<file path="src/rtl/matrix_result_printer.sv">
// Streams a signed result matrix to a UART transmitter as decimal ASCII text.
// Elements are read row-major from a 1-cycle-latency buffer. Elements in a row
// are separated by spaces, and each row ends with CR LF.
module matrix_result_printer #(
    parameter int DATA_W = 16,
    parameter int DIM_W  = 3
) (
    input  logic              clk,
    input  logic              rst_n,
    input  logic              start,
    input  logic [DIM_W-1:0]  res_m,
    input  logic [DIM_W-1:0]  res_n,
    output logic [DIM_W-1:0]  rd_row,
    output logic [DIM_W-1:0]  rd_col,
    input  logic [DATA_W-1:0] rd_data,
    output logic [7:0]        tx_data,
    output logic              tx_valid,
    input  logic              tx_ready,
    output logic              busy,
    output logic              done
);

    typedef enum logic [3:0] {
        IDLE, FETCH, WAIT_RD, CONV, SEND_SIGN, SEND_DIGIT,
        SEND_SEP, SEND_CR, SEND_LF, FINISH
    } state_t;

    localparam logic [DIM_W-1:0]  DIM_ONE  = {{(DIM_W-1){1'b0}}, 1'b1};
    localparam logic [DIM_W-1:0]  DIM_ZERO = {DIM_W{1'b0}};
    localparam logic [DATA_W-1:0] DAT_ONE  = {{(DATA_W-1){1'b0}}, 1'b1};

    state_t             state_r, state_nxt_s;
    logic [DIM_W-1:0]   m_r, m_nxt_s, n_r, n_nxt_s;
    logic [DIM_W-1:0]   row_r, row_nxt_s, col_r, col_nxt_s;
    logic [DATA_W-1:0]  mag_r, mag_nxt_s;
    logic               neg_r, neg_nxt_s;
    logic [2:0]         conv_idx_r, conv_idx_nxt_s;
    logic [3:0]         cnt_r, cnt_nxt_s;
    logic [4:0][3:0]    digit_r, digit_nxt_s;
    logic [2:0]         dig_idx_r, dig_idx_nxt_s;
    logic [7:0]         tx_data_r, tx_data_nxt_s;
    logic               tx_valid_r, tx_valid_nxt_s;
    logic               busy_r, busy_nxt_s;
    logic               done_r, done_nxt_s;
    logic [31:0]        mag_ext_s, weight_s;
    logic [DATA_W-1:0]  abs_s;
    logic [7:0]         byte_s;

    // Decimal weight used by the subtraction step for each digit position.
    function automatic logic [31:0] digit_weight(input logic [2:0] idx);
        case (idx)
            3'd0:    digit_weight = 32'd10000;
            3'd1:    digit_weight = 32'd1000;
            3'd2:    digit_weight = 32'd100;
            3'd3:    digit_weight = 32'd10;
            default: digit_weight = 32'd1;
        endcase
    endfunction

    // Index of the first non-zero digit; the units digit is always printed.
    function automatic logic [2:0] lead_index(input logic [4:0][3:0] d);
        lead_index = 3'd4;
        for (int i = 3; i >= 0; i--) begin
            if (d[i] != 4'd0) begin
                lead_index = 3'(i);
            end else begin
                lead_index = lead_index;
            end
        end
    endfunction

    // Next-state, datapath and registered-output computation.
    always_comb begin
        state_nxt_s    = state_r;
        m_nxt_s        = m_r;
        n_nxt_s        = n_r;
        row_nxt_s      = row_r;
        col_nxt_s      = col_r;
        mag_nxt_s      = mag_r;
        neg_nxt_s      = neg_r;
        conv_idx_nxt_s = conv_idx_r;
        cnt_nxt_s      = cnt_r;
        digit_nxt_s    = digit_r;
        dig_idx_nxt_s  = dig_idx_r;
        tx_data_nxt_s  = tx_data_r;
        tx_valid_nxt_s = tx_valid_r;
        mag_ext_s      = {{(32-DATA_W){1'b0}}, mag_r};
        weight_s       = digit_weight(conv_idx_r);
        abs_s          = rd_data[DATA_W-1] ? (~rd_data + DAT_ONE) : rd_data;

        case (state_r)
            SEND_SIGN:  byte_s = 8'h2D;
            SEND_DIGIT: byte_s = 8'h30 + {4'h0, digit_r[dig_idx_r]};
            SEND_SEP:   byte_s = 8'h20;
            SEND_CR:    byte_s = 8'h0D;
            SEND_LF:    byte_s = 8'h0A;
            default:    byte_s = 8'h00;
        endcase

        case (state_r)
            IDLE: begin
                if (start) begin
                    m_nxt_s   = res_m;
                    n_nxt_s   = res_n;
                    row_nxt_s = DIM_ZERO;
                    col_nxt_s = DIM_ZERO;
                    if ((res_m == DIM_ZERO) || (res_n == DIM_ZERO)) begin
                        state_nxt_s = FINISH;
                    end else begin
                        state_nxt_s = FETCH;
                    end
                end else begin
                    state_nxt_s = IDLE;
                end
            end
            FETCH: state_nxt_s = WAIT_RD;
            WAIT_RD: begin
                mag_nxt_s      = abs_s;
                neg_nxt_s      = rd_data[DATA_W-1];
                conv_idx_nxt_s = 3'd0;
                cnt_nxt_s      = 4'd0;
                digit_nxt_s    = '0;
                state_nxt_s    = CONV;
            end
            CONV: begin
                if (conv_idx_r < 3'd4) begin
                    if (mag_ext_s >= weight_s) begin
                        mag_nxt_s = mag_r - weight_s[DATA_W-1:0];
                        cnt_nxt_s = cnt_r + 4'd1;
                    end else begin
                        digit_nxt_s[conv_idx_r] = cnt_r;
                        cnt_nxt_s               = 4'd0;
                        conv_idx_nxt_s          = conv_idx_r + 3'd1;
                    end
                end else begin
                    digit_nxt_s[4] = mag_r[3:0];
                    dig_idx_nxt_s  = lead_index(digit_nxt_s);
                    state_nxt_s    = neg_r ? SEND_SIGN : SEND_DIGIT;
                end
            end
            SEND_SIGN, SEND_DIGIT, SEND_SEP, SEND_CR, SEND_LF: begin
                if (!tx_valid_r) begin
                    tx_valid_nxt_s = 1'b1;
                    tx_data_nxt_s  = byte_s;
                end else if (tx_ready) begin
                    tx_valid_nxt_s = 1'b0;
                    case (state_r)
                        SEND_SIGN: state_nxt_s = SEND_DIGIT;
                        SEND_DIGIT: begin
                            if (dig_idx_r == 3'd4) begin
                                state_nxt_s = (col_r == n_r - DIM_ONE) ? SEND_CR : SEND_SEP;
                            end else begin
                                dig_idx_nxt_s = dig_idx_r + 3'd1;
                            end
                        end
                        SEND_SEP: begin
                            col_nxt_s   = col_r + DIM_ONE;
                            state_nxt_s = FETCH;
                        end
                        SEND_CR: state_nxt_s = SEND_LF;
                        SEND_LF: begin
                            if (row_r == m_r - DIM_ONE) begin
                                state_nxt_s = FINISH;
                            end else begin
                                row_nxt_s   = row_r + DIM_ONE;
                                col_nxt_s   = DIM_ZERO;
                                state_nxt_s = FETCH;
                            end
                        end
                        default: state_nxt_s = IDLE;
                    endcase
                end else begin
                    tx_valid_nxt_s = 1'b1;
                end
            end
            FINISH:  state_nxt_s = IDLE;
            default: state_nxt_s = IDLE;
        endcase

        busy_nxt_s = (state_nxt_s != IDLE) && (state_nxt_s != FINISH);
        done_nxt_s = (state_nxt_s == FINISH);
    end

    // State, datapath and output registers with asynchronous clear.
    always_ff @(posedge clk or negedge rst_n) begin
        if (!rst_n) begin
            state_r    <= IDLE;
            m_r        <= '0;
            n_r        <= '0;
            row_r      <= '0;
            col_r      <= '0;
            mag_r      <= '0;
            neg_r      <= 1'b0;
            conv_idx_r <= 3'd0;
            cnt_r      <= 4'd0;
            digit_r    <= '0;
            dig_idx_r  <= 3'd0;
            tx_data_r  <= 8'h00;
            tx_valid_r <= 1'b0;
            busy_r     <= 1'b0;
            done_r     <= 1'b0;
        end else begin
            state_r    <= state_nxt_s;
            m_r        <= m_nxt_s;
            n_r        <= n_nxt_s;
            row_r      <= row_nxt_s;
            col_r      <= col_nxt_s;
            mag_r      <= mag_nxt_s;
            neg_r      <= neg_nxt_s;
            conv_idx_r <= conv_idx_nxt_s;
            cnt_r      <= cnt_nxt_s;
            digit_r    <= digit_nxt_s;
            dig_idx_r  <= dig_idx_nxt_s;
            tx_data_r  <= tx_data_nxt_s;
            tx_valid_r <= tx_valid_nxt_s;
            busy_r     <= busy_nxt_s;
            done_r     <= done_nxt_s;
        end
    end

    assign rd_row   = row_r;
    assign rd_col   = col_r;
    assign tx_data  = tx_data_r;
    assign tx_valid = tx_valid_r;
    assign busy     = busy_r;
    assign done     = done_r;

endmodule
</file>
<file path="config.mk">
export PLATFORM = sky130hd
export DESIGN_NAME = matrix_result_printer
export DESIGN_NICKNAME = d
export VERILOG_FILES = /design/src/rtl/matrix_result_printer.sv
export SDC_FILE = /design/constraint.sdc
export NUM_CORES = 1
export LEC_CHECK = 0
export BUFFER_PORTS_ARGS = -buffer_cell sky130_fd_sc_hd__buf_4
export CORE_MARGIN = 2
export CORE_UTILIZATION = 23
export CTS_CLUSTER_SIZE = 12
export DETAILED_ROUTE_END_ITERATION = 16
export GPL_TIMING_DRIVEN = 0
export MAX_ROUTING_LAYER = met4
export PLACE_DENSITY = 0.36
export SLEW_MARGIN = 20
export SYNTH_ARGS = -nofsm -noshare
export SYNTH_HDL_FRONTEND = slang
export SYNTH_SLANG_ARGS = --single-unit
</file>
<file path="constraint.sdc">
create_clock -name clk -period 4.2 [get_ports clk]
set_input_delay 0.21 -clock clk [delete_from_list [all_inputs] [get_ports clk]]
set_output_delay 0.21 -clock clk [all_outputs]
set_load 0.01 [all_outputs]
</file>
=== After elaboration in Yosys (flattened, before gate mapping) ===
Cells that the tools add are included.
W data, S select, Z words.

* Flip-flop bits (word level): 74
* Input bits: 26

* Add/sub/neg operators: 10
* Order comparisons: 5
* Equal/unequal tests: 30
* Muxes and demuxes: 55
* Bitwise gates (word level): 2
* Reduce and logical (&&, ||, !) cells: 25

{| class="wikitable"
|+ Operators with widths
! kind !! number
|-
| $mux W16 || 4
|-
| $mux W3 || 19
|-
| $pmux W14 S4 || 1
|-
| $mux W4 || 12
|-
| $pmux W20 S2 || 1
|-
| $pmux W4 S5 || 2
|-
| $pmux W7 S5 || 1
|-
| $ge A16 B32 Y1 || 1
|-
| $pmux W16 S2 || 1
|-
| $pmux W3 S2 || 5
|-
| $ne A2 B2 Y1 const B || 11
|-
| $bwmux W20 || 1
|-
| $mux W20 || 1
|-
| $reduce_bool A4 Y1 || 5
|-
| $reduce_and A6 Y1 || 3
|-
| $add A16 B1 Y16 const B || 1
|-
| $eq A4 B3 Y1 const B || 4
|-
| $not A16 Y16 || 1
|-
| $sub A16 B16 Y16 || 1
|-
| $add A3 B1 Y3 const B || 4
|-
| $bmux W4 S3 || 1
|-
| $demux W4 S3 || 1
|-
| $logic_not A3 Y1 || 3
|-
| $ne A3 B3 Y1 const B || 3
|-
| 24 further kinds || 40
|}

=== Longest topological paths before layout ===
* Word-level depth: 10
* Mapped depth: 16
* Mapped depth without buffers: 12

=== Worst setup path before layout ===
Ideal clock, no wire load.

* Kind: register to register
* Start point: register conv_idx_r[2]
* End point: register digit_r[0] in the netlist's numbering
* Setup time: 0.066 ns
* Arrival time: 3.219 ns
* Required time: 4.134 ns
* Setup slack: 0.915 ns
* Stages on the path, launching flop included: 14
* Path buffers: 2
* Clock period less this slack: 3.285 ns
* Cells stage by stage: dfrtp_1 clkbuf_1 clkinv_1 clkbuf_1 ha_1 o21ai_0 ha_1 o21a_1 o31a_1 o211ai_2 a31oi_1 or4b_4 nor3_4 a22o_1

* Word-level cells in the longest chain between the ends: 8

{| class="wikitable"
|+ Ends and longest elaborated chain
! what !! RTL line !! RTL
|-
| from (decl) || 37 || <nowiki>logic [2:0] conv_idx_r, conv_idx_nxt_s;</nowiki>
|-
| from (signal assigned) || 210 || <nowiki>conv_idx_r <= conv_idx_nxt_s;</nowiki>
|-
| parallel branches: the longest is 8 deep, another holds $ge A16 B32 Y1 || -- ||
|-
| to (signal assigned) || 212 || <nowiki>digit_r <= digit_nxt_s;</nowiki>
|-
| to (decl) || 39 || <nowiki>logic [4:0][3:0] digit_r, digit_nxt_s;</nowiki>
|}

Several ways; the timed one is not identified. The select of a mux whose other input is x is not followed.
A chain may end at the register's enable or synchronous reset.

=== Worst setup path in the final report ===
* Start point: register conv_idx_r[2]
* End point: register mag_r[3]

* Word-level cells in the longest chain between the ends: 6

{| class="wikitable"
|+ Ends and longest elaborated chain
! what !! RTL line !! RTL
|-
| $eq A3 B2 Y1 (tied with other cells) || 51 || <nowiki>case (idx)</nowiki>
|-
| $pmux W14 S4 || 51 ||
|-
| $sub A16 B16 Y16 || 128 || <nowiki>mag_nxt_s = mag_r - weight_s[DATA_W-1:0];</nowiki>
|-
| $mux W16 || 127 || <nowiki>if (mag_ext_s >= weight_s) begin</nowiki>
|-
| $mux W16 || 126 || <nowiki>if (conv_idx_r < 3'd4) begin</nowiki>
|-
| $pmux W16 S2 || 100 || <nowiki>case (state_r)</nowiki>
|-
| to (signal assigned) || 208 || <nowiki>mag_r <= mag_nxt_s;</nowiki>
|-
| to (decl) || 35 || <nowiki>logic [DATA_W-1:0] mag_r, mag_nxt_s;</nowiki>
|}

Several ways; a longest one is shown, not always the timed one. The select of a mux whose other input is x is not followed.

==> key figures <==
Timing
  – Final worst-path cycle share: 91.0%
  – Fin. max-slew vios: 0
  – Clock skew: a little over 0.008 ns
  – Highest Clock Rate: 262 MHz
  – Post-route setup TNS: 0 ns
  – RSZ-0062 raised after global routing: no
  – Least-Margin Pin Slew: 0.818 ns
  – Final Hold Fails: 0
  – Setup-failing EPs final: 0
  – Min cycle time layout: ~3.8 ns
  – Worst slew margin: 45.3%

Logic synthesis
  – Post-Synth XOR/XNOR Area: 5.54%
  – Compound-Gate Fraction of Synth Area: between 20% and 30%
  – Asr flop ratio synth: 100%
  – EDFF count, synth: 0
  – Syn_area_per_cell: a little under 9 µm²
  – #FFs+latches synth: 72
  – Post-Synthesis Cells: 526
  – Syn Std Cell Area: roughly 4700 µm²
  – Syn. warnings: 0
  – Synth cell types: 60
  – Adder-Cell Fraction of Synth Area: 7.08%
  – Seq/Total Area, Yosys: around two fifths
  – Simple-gate area share of the yosys netlist: 17.7%
  – Largest family of logic cells by synthesized area: compound AO/OA/AOI/OAI gates
  – Multiplexer share of the synthesized area: under 10%
  – Synth Flop Type: dfrtp_1

Global route
  – Vias in the first global route: 4155
  – Largest net degree at the start of global routing: 73
  – Initial antenna violation count: 0
  – Overflow after GRT: 0
  – First-pass GRT wire length: ~23000 µm
  – GRT Util Overall: approximately 14%

Routing
  – Vias: 4111
  – Per-cell routed wire length: between 15 and 20 µm
  – First-pass DRT Iterations: 4
  – Routed Antenna Nets: 0
  – # DRC: 0
  – 1st-iter DRT viols: 150
  – Via/cell ratio: between 4 and 5
  – Total wire length: roughly 14000 µm

Clocking
  – H-tree levels: 3
  – Clk_lat worst skew: 0.35 ns
  – Longest Clk Path Bufs: 2
  – Clock slew at reported path FFs: 0.06 ns
  – CTS tree: yes
  – Root Driver: clkbuf_16
  – CTS Sinks: 72
  – Post-CTS Setup Bufs: 0
  – TritonCTS buffer count: 9

Critical path
  – Critical path class: register to register
  – CP startpoint: conv_idx_r[2]$_DFFE_PN0P_
  – Slowest stage cell, crit path: dfrtp_2
  – Critical path arrival: between 4 and 5 ns
  – Startpoint class of the critical path: register
  – CP Max Fanout: 11
  – Critical Path, Cell by Cell: clkinvlp_4 > clkbuf_1 > ha_1 > nand2_1 > inv_1 > fa_1 > nor2b_1 > o31a_1 > o211ai_2 > a31oi_1 > o21ai_1 > buf_2 > buf_2 > nand2_1 > o21ai_0
  – WP data required: 4.41 ns
  – Crit end category: register
  – FF-to-FF Start: conv_idx_r[2]$_DFFE_PN0P_
  – Slowest stage delay, CP: ~0.52 ns

Pwr
  – LEAKAGE: 2.41 nW
  – Power per cell area: 866 nW/µm²
  – Tot Pwr: 4.95 mW
  – Maximum vdd drop: 0.215 mV

Place
  – Final HPWL DP: 10600 µm
  – RePlAce Congestion: 0.798
  – I/O Buffers: 40

Min path
  – Worst Hold Class: input port to register
  – HP Start: res_m[2]

Final layout
  – Most common cell after layout, fill and taps aside: dfrtp_1
  – Nets: 631
  – Post-layout util: 28.3%
  – Filler cell count: 2185
  – Layout cells sized above 1: 15.1%
  – Layout area overhead: 21.5%
  – Diode count: 0
  – Most frequent cells in the layout: 71 x dfrtp_1, 61 x nand2_1, 51 x o21ai_0

Floorplanning
  – Initial Utilization: 23.3%
  – Die Area: 21600 µm²
  – Core footprint: 20200 µm²
  – Top Ports: 43
  – Die W: 147 µm
  – Die height: about 150 µm
  – Std-Cell Rows: between 50 and 60

Run
  – Max-cap violations: 0

Status
  – Status: finished, final reports clean
## area by class of cell
class | instances | area [µm²] | area share, %
sequential | 72 | 1800 | 31.6
inverter | 22 | 86.3 | 1.51
buffer | 22 | 92.6 | 1.62
tap | 270 | 338 | 5.91
multi-input combinational | 410 | 2730 | 47.7
clock buffer | 10 | 239 | 4.18
timing repair buffer | 42 | 338 | 5.91
clock inverter | 6 | 90.1 | 1.58
## synthesized netlist by cell type, drive strengths merged (3+ instances only)
master   number  area share [%]
o31ai         3            0.48
xnor2        18             3.4
a31oi        10             1.3
a211oi        3            0.48
a21o          3            0.48
nor4          8             1.1
nand3        18             1.9
o21ai        52             5.5
buf           4            0.53
inv          21             1.7
or3           5            0.67
xor2          9             1.7
a21oi        32             3.4
a22o         22             4.1
nor2b         6            0.80
o2bb2ai       4            0.75
ha           25             6.7
nand2        61             4.9
clkbuf       19             1.5
mux4          4             1.9
mux2          9             2.2
o41ai         3            0.56
nor2         42             3.5
nand2b       12             1.6
dfrtp        72              38
nor3         17             2.0
o21a          5            0.80
## stage by stage
| step | hold WS, ns | worst slack [ns] | area (µm²) | instances |
|---|---|---|---|---|
| 4_1_cts | 0.0638 | 0.0900 | 5670 | 852 |
| 2_1_floorplan | -0.0856 | 0.915 | 4700 | 527 |
| 6_report | 0.102 | 0.377 | 5710 | 854 |
| 3_3_place_gp | 0.449 | -0.0569 | 5340 | 837 |
| 3_5_place_dp | 0.446 | -0.102 | 5340 | 837 |
| 5_1_grt | 0.0826 | 0.0614 | 5710 | 854 |
## worst max-delay path, delay by kind of cell, from the launching register on
family,cells,cell delay [ns]
adder cells (fa/ha/maj),2,0.70
flip-flops,1,0.52
AND/OR/NAND/NOR,3,0.36
AO/OA/AOI/OAI,5,1.04
buffers and inverters,5,1.04
## registers in the layout, summed over array words and instances (netlist names)
register / cells
rd_col: 3
n_r: 3
m_r: 3
dig_idx_r: 3
busy: 1
state_r: 4
neg_r: 1
rd_row: 3
conv_idx_r: 3
tx_valid: 1
done: 1
digit_r: 20
cnt_r: 4
mag_r: 16
tx_data: 6
## cell families after synthesis
logic type      Yosys count
compound gates          163
buf+inv                  45
xor+xnor                 28
flops                    72
other cells               1
mux                      15
fa+ha+maj                26
simple gates            176
## metal layers
layer	global-route usage, %	up-vias	wire, µm
met1	17.3	1971	6450
met3	3.35	12	545
met4	3.89	0	208
met5	-	-	0
li1	-	2036	-
met2	22.6	92	6660
## repair_timing
action,CTS,global route
setup endpoints to repair,11,19
hold endpoints to repair,0,19
gates cloned,0,0
gates resized for setup,0,2
hold buffers,0,1
## worst paths after layout
check,cells past startpoint,slack [ns],endpoint
worst max register to register,15,0.38,mag_r[3]$_DFFE_PN0P_
max in group asynchronous,3,3.33,conv_idx_r[2]$_DFFE_PN0P_
worst min register to register,2,0.48,tx_data[4]$_DFFE_PN0P_
worst min-delay path,2,0.10,m_r[2]$_DFFE_PN0P_
min in group asynchronous,2,0.29,n_r[2]$_DFFE_PN0P_
worst max-delay path,15,0.38,mag_r[3]$_DFFE_PN0P_
## power by group
part / switching [mW] / internal, mW
logic: 1.70 / 1.17
clock network: 0.327 / 0.540
registers: 0.249 / 0.958
Note: power is estimated with default switching activity, not from simulation.
